File: config.mk
export PLATFORM = sky130hd
export DESIGN_NAME = wash_sequencer_flat
export DESIGN_NICKNAME = d
export VERILOG_FILES = /design/src/rtl/wm_pkg.sv /design/src/rtl/wash_sequencer_if.sv /design/src/rtl/phase_counter.sv /design/src/rtl/wash_sequencer.sv /design/src/flat_wrapper.sv
export SDC_FILE = /design/constraint.sdc
export NUM_CORES = 1
export LEC_CHECK = 0
export CORE_UTILIZATION = 56
export CTS_BUF_LIST = sky130_fd_sc_hd__clkbuf_8
export DETAILED_ROUTE_END_ITERATION = 10
export PLACE_DENSITY = 0.83
export SKIP_LAST_GASP = 1
export SYNTH_ARGS = -nofsm -noshare
export SYNTH_HDL_FRONTEND = slang
export SYNTH_SLANG_ARGS = --single-unit
File: constraint.sdc
create_clock -name cp -period 6.7 [get_ports cp]
set_clock_uncertainty 0.2 [all_clocks]
set_input_delay 1.005 -clock cp [delete_from_list [all_inputs] [get_ports cp]]
set_output_delay 1.005 -clock cp [all_outputs]
set_load 0.005 [all_outputs]
File: src/rtl/wm_pkg.sv
// Shared washing-machine definitions: state codes, state width and the
// phase-mask scan helper used by the sequencer and the display decoder.
package wm_pkg;

    localparam int STATE_W = 3;

    localparam logic [STATE_W-1:0] SHUTDOWN = 3'd0;
    localparam logic [STATE_W-1:0] BEGIN    = 3'd1;
    localparam logic [STATE_W-1:0] SET      = 3'd2;
    localparam logic [STATE_W-1:0] RUN      = 3'd3;
    localparam logic [STATE_W-1:0] ERROR    = 3'd4;
    localparam logic [STATE_W-1:0] PAUSE    = 3'd5;
    localparam logic [STATE_W-1:0] FINISH   = 3'd6;

    typedef enum logic [STATE_W-1:0] {
        stShutdown = SHUTDOWN,
        stBegin    = BEGIN,
        stSet      = SET,
        stRun      = RUN,
        stError    = ERROR,
        stPause    = PAUSE,
        stFinish   = FINISH
    } state_e;

    // Lowest set bit of mask strictly above idx, or -1 if none.
    // Pass idx = -1 to get the lowest set bit overall.
    function automatic int next_set_bit(logic [31:0] mask, int idx);
        int r;
        r = -1;
        for (int i = 31; i >= 0; i--) begin
            if (mask[i] && i > idx) r = i;
        end
        return r;
    endfunction

endpackage

File: src/rtl/wash_sequencer_if.sv
// Control/status bundle between the panel/plant and the wash sequencer.
// master: drives buttons, timebase and program; slave: reports status.
interface wash_sequencer_if
    import wm_pkg::*;
#(
    parameter int PHASES = 3,
    parameter int TIME_W = 8
);
    localparam int PW = (PHASES > 1) ? $clog2(PHASES) : 1;
    localparam int RW = TIME_W + $clog2(PHASES);

    logic                     tick;
    logic                     powerBtn;
    logic                     runBtn;
    logic                     openBtn;
    logic                     faultIn;
    logic [PHASES-1:0]        phaseMask;
    logic [PHASES*TIME_W-1:0] phaseTime;
    logic [STATE_W-1:0]       state;
    logic [PW-1:0]            phase;
    logic [PHASES-1:0]        phaseActive;
    logic [RW-1:0]            remaining;
    logic                     doorLock;
    logic                     alarm;

    modport master (
        output tick, powerBtn, runBtn, openBtn, faultIn,
        output phaseMask, phaseTime,
        input  state, phase, phaseActive, remaining,
        input  doorLock, alarm
    );

    modport slave (
        input  tick, powerBtn, runBtn, openBtn, faultIn,
        input  phaseMask, phaseTime,
        output state, phase, phaseActive, remaining,
        output doorLock, alarm
    );

endinterface

File: src/rtl/phase_counter.sv
// Per-phase duration down-counter with load, decrement and a <=1 flag.
// Ports: clk, rst_n, load/loadVal, dec; outputs cnt and le1.
module phase_counter #(
    parameter int TIME_W = 8
) (
    input  logic              clk,
    input  logic              rst_n,
    input  logic              load,
    input  logic [TIME_W-1:0] loadVal,
    input  logic              dec,
    output logic [TIME_W-1:0] cnt,
    output logic              le1
);

    assign le1 = (cnt <= TIME_W'(1));

    // The final tick of a phase clears the counter, so 0 and 1 both end at 0.
    always_ff @(posedge clk or negedge rst_n) begin
        if (!rst_n) begin
            cnt <= '0;
        end else if (load) begin
            cnt <= loadVal;
        end else if (dec) begin
            cnt <= le1 ? '0 : cnt - TIME_W'(1);
        end
    end

endmodule

File: src/rtl/wash_sequencer.sv
// Washing-machine program sequencer: power-up delay, masked phase list,
// pause/door interlock, latched fault and finish alarm.
// Ports: cp, resetBtn (async active-low), bus (wash_sequencer_if.slave).
module wash_sequencer
    import wm_pkg::*;
#(
    parameter int PHASES       = 3,
    parameter int TIME_W       = 8,
    parameter int INIT_TICKS   = 3,
    parameter int FINISH_TICKS = 5
) (
    input  logic             cp,
    input  logic             resetBtn,
    wash_sequencer_if.slave  bus
);

    localparam int PW   = (PHASES > 1) ? $clog2(PHASES) : 1;
    localparam int RW   = TIME_W + $clog2(PHASES);
    localparam int MAXT = (INIT_TICKS > FINISH_TICKS) ? INIT_TICKS : FINISH_TICKS;
    localparam int CW   = (MAXT > 0) ? $clog2(MAXT + 1) : 1;

    state_e            stateQ;
    logic [CW-1:0]     tCnt;
    logic [PHASES-1:0] maskQ;
    logic [PW-1:0]     phaseQ;

    logic [TIME_W-1:0] cnt [PHASES];
    logic [PHASES-1:0] le1;
    logic [PHASES-1:0] decEn;
    logic              runOk;
    logic              loadEn;
    logic              advance;
    logic              le1Act;
    logic              inRunPause;
    int                firstIdx;
    int                nxtIdx;
    logic [RW-1:0]     remSum;

    assign runOk   = bus.runBtn && !bus.openBtn;
    assign loadEn  = (stateQ == stSet) && runOk && (|bus.phaseMask);
    // Pause and fault take precedence, so a coincident tick is dropped.
    assign advance = (stateQ == stRun) && !bus.faultIn && runOk && bus.tick;
    assign le1Act  = le1[phaseQ];

    always_comb begin
        firstIdx = next_set_bit(32'(bus.phaseMask), -1);
        nxtIdx   = next_set_bit(32'(maskQ), int'(phaseQ));
    end

    for (genvar i = 0; i < PHASES; i++) begin : gPhase
        assign decEn[i] = advance && (phaseQ == PW'(i));

        phase_counter #(
            .TIME_W(TIME_W)
        ) uCnt (
            .clk    (cp),
            .rst_n  (resetBtn),
            .load   (loadEn),
            .loadVal(bus.phaseTime[i*TIME_W +: TIME_W]),
            .dec    (decEn[i]),
            .cnt    (cnt[i]),
            .le1    (le1[i])
        );
    end

    always_ff @(posedge cp or negedge resetBtn) begin
        if (!resetBtn) begin
            stateQ <= stShutdown;
            tCnt   <= '0;
            maskQ  <= '0;
            phaseQ <= '0;
        end else begin
            unique case (stateQ)
                stShutdown: begin
                    phaseQ <= '0;
                    if (bus.powerBtn) begin
                        stateQ <= stBegin;
                        tCnt   <= CW'(INIT_TICKS);
                    end
                end
                stBegin: begin
                    if (tCnt == '0)    stateQ <= stSet;
                    else if (bus.tick) tCnt <= tCnt - CW'(1);
                end
                stSet: begin
                    if (loadEn) begin
                        stateQ <= stRun;
                        maskQ  <= bus.phaseMask;
                        phaseQ <= PW'(firstIdx);
                    end
                end
                stRun: begin
                    if (bus.faultIn) begin
                        stateQ <= stError;
                    end else if (!runOk) begin
                        stateQ <= stPause;
                    end else if (bus.tick && le1Act) begin
                        if (nxtIdx < 0) begin
                            stateQ <= stFinish;
                            tCnt   <= CW'(FINISH_TICKS);
                        end else begin
                            phaseQ <= PW'(nxtIdx);
                        end
                    end
                end
                stPause: begin
                    if (bus.faultIn)       stateQ <= stError;
                    else if (bus.powerBtn) stateQ <= stShutdown;
                    else if (runOk)        stateQ <= stRun;
                end
                stFinish: begin
                    if (tCnt == '0)    stateQ <= stShutdown;
                    else if (bus.tick) tCnt <= tCnt - CW'(1);
                end
                stError: begin
                    if (bus.powerBtn) stateQ <= stShutdown;
                end
                default: stateQ <= stShutdown;
            endcase
        end
    end

    assign inRunPause = (stateQ == stRun) || (stateQ == stPause);

    // A pending zero-duration phase still costs one tick, so it shows as 1;
    // remaining then equals the ticks left until FINISH.
    always_comb begin
        remSum = '0;
        for (int i = 0; i < PHASES; i++) begin
            if (maskQ[i] && i >= int'(phaseQ)) begin
                remSum = remSum + (le1[i] ? RW'(1) : RW'(cnt[i]));
            end
        end
    end

    assign bus.state       = stateQ;
    assign bus.phase       = phaseQ;
    assign bus.phaseActive = inRunPause ? (PHASES'(1) << phaseQ) : '0;
    assign bus.remaining   = inRunPause ? remSum : '0;
    assign bus.doorLock    = (stateQ == stRun);
    assign bus.alarm       = (stateQ == stFinish) || (stateQ == stError);

endmodule

File: src/flat_wrapper.sv
// flat-port wrapper written by rule: the top's interface ports become plain ports
module wash_sequencer_flat import wm_pkg::*;
#(
    parameter int PHASES       = 3,
    parameter int TIME_W       = 8,
    parameter int INIT_TICKS   = 3,
    parameter int FINISH_TICKS = 5
)
  (cp, resetBtn, bus_tick, bus_powerBtn, bus_runBtn, bus_openBtn, bus_faultIn, bus_phaseMask, bus_phaseTime, bus_state, bus_phase, bus_phaseActive, bus_remaining, bus_doorLock, bus_alarm);
  wash_sequencer_if #(.PHASES(PHASES), .TIME_W(TIME_W)) bus_i ();
  input  logic cp;
  input  logic resetBtn;
  input wire logic [$bits(bus_i.tick)-1:0] bus_tick;
  input wire logic [$bits(bus_i.powerBtn)-1:0] bus_powerBtn;
  input wire logic [$bits(bus_i.runBtn)-1:0] bus_runBtn;
  input wire logic [$bits(bus_i.openBtn)-1:0] bus_openBtn;
  input wire logic [$bits(bus_i.faultIn)-1:0] bus_faultIn;
  input wire logic [$bits(bus_i.phaseMask)-1:0] bus_phaseMask;
  input wire logic [$bits(bus_i.phaseTime)-1:0] bus_phaseTime;
  output wire logic [$bits(bus_i.state)-1:0] bus_state;
  output wire logic [$bits(bus_i.phase)-1:0] bus_phase;
  output wire logic [$bits(bus_i.phaseActive)-1:0] bus_phaseActive;
  output wire logic [$bits(bus_i.remaining)-1:0] bus_remaining;
  output wire logic [$bits(bus_i.doorLock)-1:0] bus_doorLock;
  output wire logic [$bits(bus_i.alarm)-1:0] bus_alarm;
  assign bus_i.tick = bus_tick;
  assign bus_i.powerBtn = bus_powerBtn;
  assign bus_i.runBtn = bus_runBtn;
  assign bus_i.openBtn = bus_openBtn;
  assign bus_i.faultIn = bus_faultIn;
  assign bus_i.phaseMask = bus_phaseMask;
  assign bus_i.phaseTime = bus_phaseTime;
  assign bus_state = bus_i.state;
  assign bus_phase = bus_i.phase;
  assign bus_phaseActive = bus_i.phaseActive;
  assign bus_remaining = bus_i.remaining;
  assign bus_doorLock = bus_i.doorLock;
  assign bus_alarm = bus_i.alarm;
  wash_sequencer #(.PHASES(PHASES), .TIME_W(TIME_W), .INIT_TICKS(INIT_TICKS), .FINISH_TICKS(FINISH_TICKS)) u_core (.cp(cp), .resetBtn(resetBtn), .bus(bus_i));
endmodule
==> out/results.txt <==
status - finished clean
vias in the first global route - 3125
DIE AREA - 0.00647 sq mm
Post-Place Cell Area - 0.00397 sq mm
GRT Total Usage - 28.2%
slew of the pin with the lowest slew margin - 0.630 ns
yosys warns - 0
FF-to-FF Start - u_core.bus.state[1]$_DFFE_PN0P_
clk sinks - 35
row count - 28
num ports - 54
setup ws final - 0.403 ns
Startpoint Class - flip-flop
setup TNS - 0 ns
placed wire-length estimate - 6.62 mm
synthesized flop and latch total - 35
die height - 80.4 um
Post-synth EDFFs - 0
cts bufs inserted - 5
reg2reg path depth - 6
Initial Utilization - 58.2%
CP dominant cell by count - ha_1
CP max stage cell - or4_4
final setup violation count - 0
ys flop type - dfrtp_1
Post-synth ARST share - 100%
synth cell count leaders - 62 x nor2_1, 42 x nand2_1, 35 x dfrtp_1
Fin Hold WS - 0.287 ns
reg-to-reg slack, setup - 3.95 ns
PwrDens - 430 mW/mm^2
core area - 0.00592 sq mm
Area contributors post-synth - dfrtp_1 25%, ha_1 8.7%, nor2_1 6.8%
CTS Hold Bufs - 0
Root Buffer Master - clkbuf_8
crit path DAT - 5.09 ns
Hold/Removal Path Class - reg2reg
clk_lat worst skew - 0.29 ns
placed insts - 555
Max-cap violations - 0
crit path to - bus_remaining[7]
die width - 80.4 um
Vias - 3493
Via density - 6.20
CP peak stage delay - 0.59 ns
DRC viols - 0
cells after synthesis - 455
Synth cell types - 66
RSZ-0062 raised after global routing - false
Synth Cell Area - 0.00345 sq mm
P_leak - 1.71 nW
CP max FO - 11
Worst setup startpoint - u_core.gPhase[1].uCnt.cnt[3]$_DFFE_PN0P_
DRT Pass-1 Iters - 4
Power, Total - 1.74 mW
WL/cell - 15.4 um
fin crit period - 6.30 ns
DR iter-0 viols - 222
final WL - 8.68 mm
Synth-to-Final Area Change - 17.6%
critical path type - reg2out
Setup WS pre-CTS - 0.683 ns
TritonCTS clock tree - yes
Avg Cell Area, Syn - 7.57 sq um
final hold violation count - 0
first-pass GRT wire length - 14.3 mm
top-area cell type share of the netlist area - 25.4%
H-Tree Depth - 2
largest net degree at the start of global routing - 36
post-route cell area - 0.00405 sq mm
count leader, synth - nor2_1
Port Buffers - 53
CP Capture Type - output pin
global placement routability congestion - 0.930
critical path depth in cells - 15
worst path bufs/invs - 2
Diodes inserted - 0
Reg-to-Reg End - u_core.gPhase[0].uCnt.cnt[4]$_DFFE_PN0P_
share of cells above drive strength 1 - 4.51%
GR Overflow Total - 0
synthesized net count - 515
fmax - 159 MHz
period utilization - 94.0%
CTS Buffer Depth - 2
fin nets - 547
Antenna Violating Nets Remaining - 0
post-synth top area cell - dfrtp_1
final slew viol count - 0
sequential share of the synthesized area - 25.4%
Req. time, crit path - 5.49 ns
maximum VDD drop - 0.000276 V
Clock transition at path regs - 0.08 ns
Largest delay share family, worst path - simple AND/OR/NAND/NOR gates
fin util - 68.5%
relative slew slack - 58.0%
initial antenna violation count - 0
non-filler cells, final - 563
critical path, cell by cell - or4_4, nor4_4, or2_1, ha_1, inv_1, fa_1, mux2i_1, ha_1, a211oi_1, o21bai_1, a2111oi_0, nor3_1, nor4b_1, a211o_1, clkdlybuf4s50_1
## layout make-up
cell class	instances	area (sq um)
Clock buffer	5	68.8
Clock inverter	3	16.3
Fill cell	518	1870
Inverter	22	82.6
Multi-Input combinational cell	367	2360
Sequential cell	35	876
Tap cell	75	93.8
Timing Repair Buffer	56	553
## power breakdown
group | switching (mW) | internal, mW
combinational | 0.587 | 0.508
sequential | 0.180 | 0.314
clock | 0.0811 | 0.0712
## cell usage in the layout (no fill, tap or decap), types with 9 or more instances in the layout
cell             count
nand2_1             42
ha_1                24
nor3_1              18
inv_1               22
nor2_1              62
nor2b_1              9
or3_1               10
clkdlybuf4s50_1     53
o21ai_0             29
nand2b_1            12
dfrtp_1             35
a21oi_1             30
## registers in the layout, indices dropped and copies added (netlist names)
register                count
u_core.maskQ                3
u_core.bus.state            3
u_core.gPhase.uCnt.cnt     24
u_core.bus.phase            2
u_core.tCnt                 3
## routing by layer
| layer | vias up | global-route usage [%] | wire length (um) |
|---|---|---|---|
| met3 | 15 | 4.09 | 402 |
| met4 | 0 | 8.75 | 134 |
| met2 | 109 | 48.6 | 4190 |
| li1 | 1713 | - | - |
| met1 | 1656 | 36.1 | 3960 |
| met5 | - | 0 | 0 |
## repair_timing
action / in CTS / in global routing
gates resized for setup: 0 / 0
setup endpoints to repair: 0 / 1
buffers inserted: 0 / 0
endpoints found under the hold margin: 0 / 0
## cells by family after synthesis
family / after synthesis / synth area share, %
AOI/OAI and AO/OA: 129 / 24.9
xor gates and xnor gates: 7 / 1.78
adders and majority gates: 26 / 9.88
buffers and inverters: 53 / 5.99
DFF: 35 / 25.4
muxes: 8 / 2.43
and+or+nand+nor: 197 / 29.6
## worst min-delay path by stage
stage | from | to | cells after the start
finish | u_core.tCnt[0]$_DFFE_PN0P_ | u_core.tCnt[0]$_DFFE_PN0P_ | 1
global route | u_core.tCnt[0]$_DFFE_PN0P_ | u_core.tCnt[0]$_DFFE_PN0P_ | 1
CTS | u_core.tCnt[0]$_DFFE_PN0P_ | u_core.tCnt[0]$_DFFE_PN0P_ | 1
detailed placement | u_core.tCnt[0]$_DFFE_PN0P_ | u_core.tCnt[0]$_DFFE_PN0P_ | 1
global placement | u_core.tCnt[0]$_DFFE_PN0P_ | u_core.tCnt[0]$_DFFE_PN0P_ | 1
floorplan | u_core.tCnt[0]$_DFFE_PN0P_ | u_core.tCnt[0]$_DFFE_PN0P_ | 1
Power figures use the tool's default switching activity.
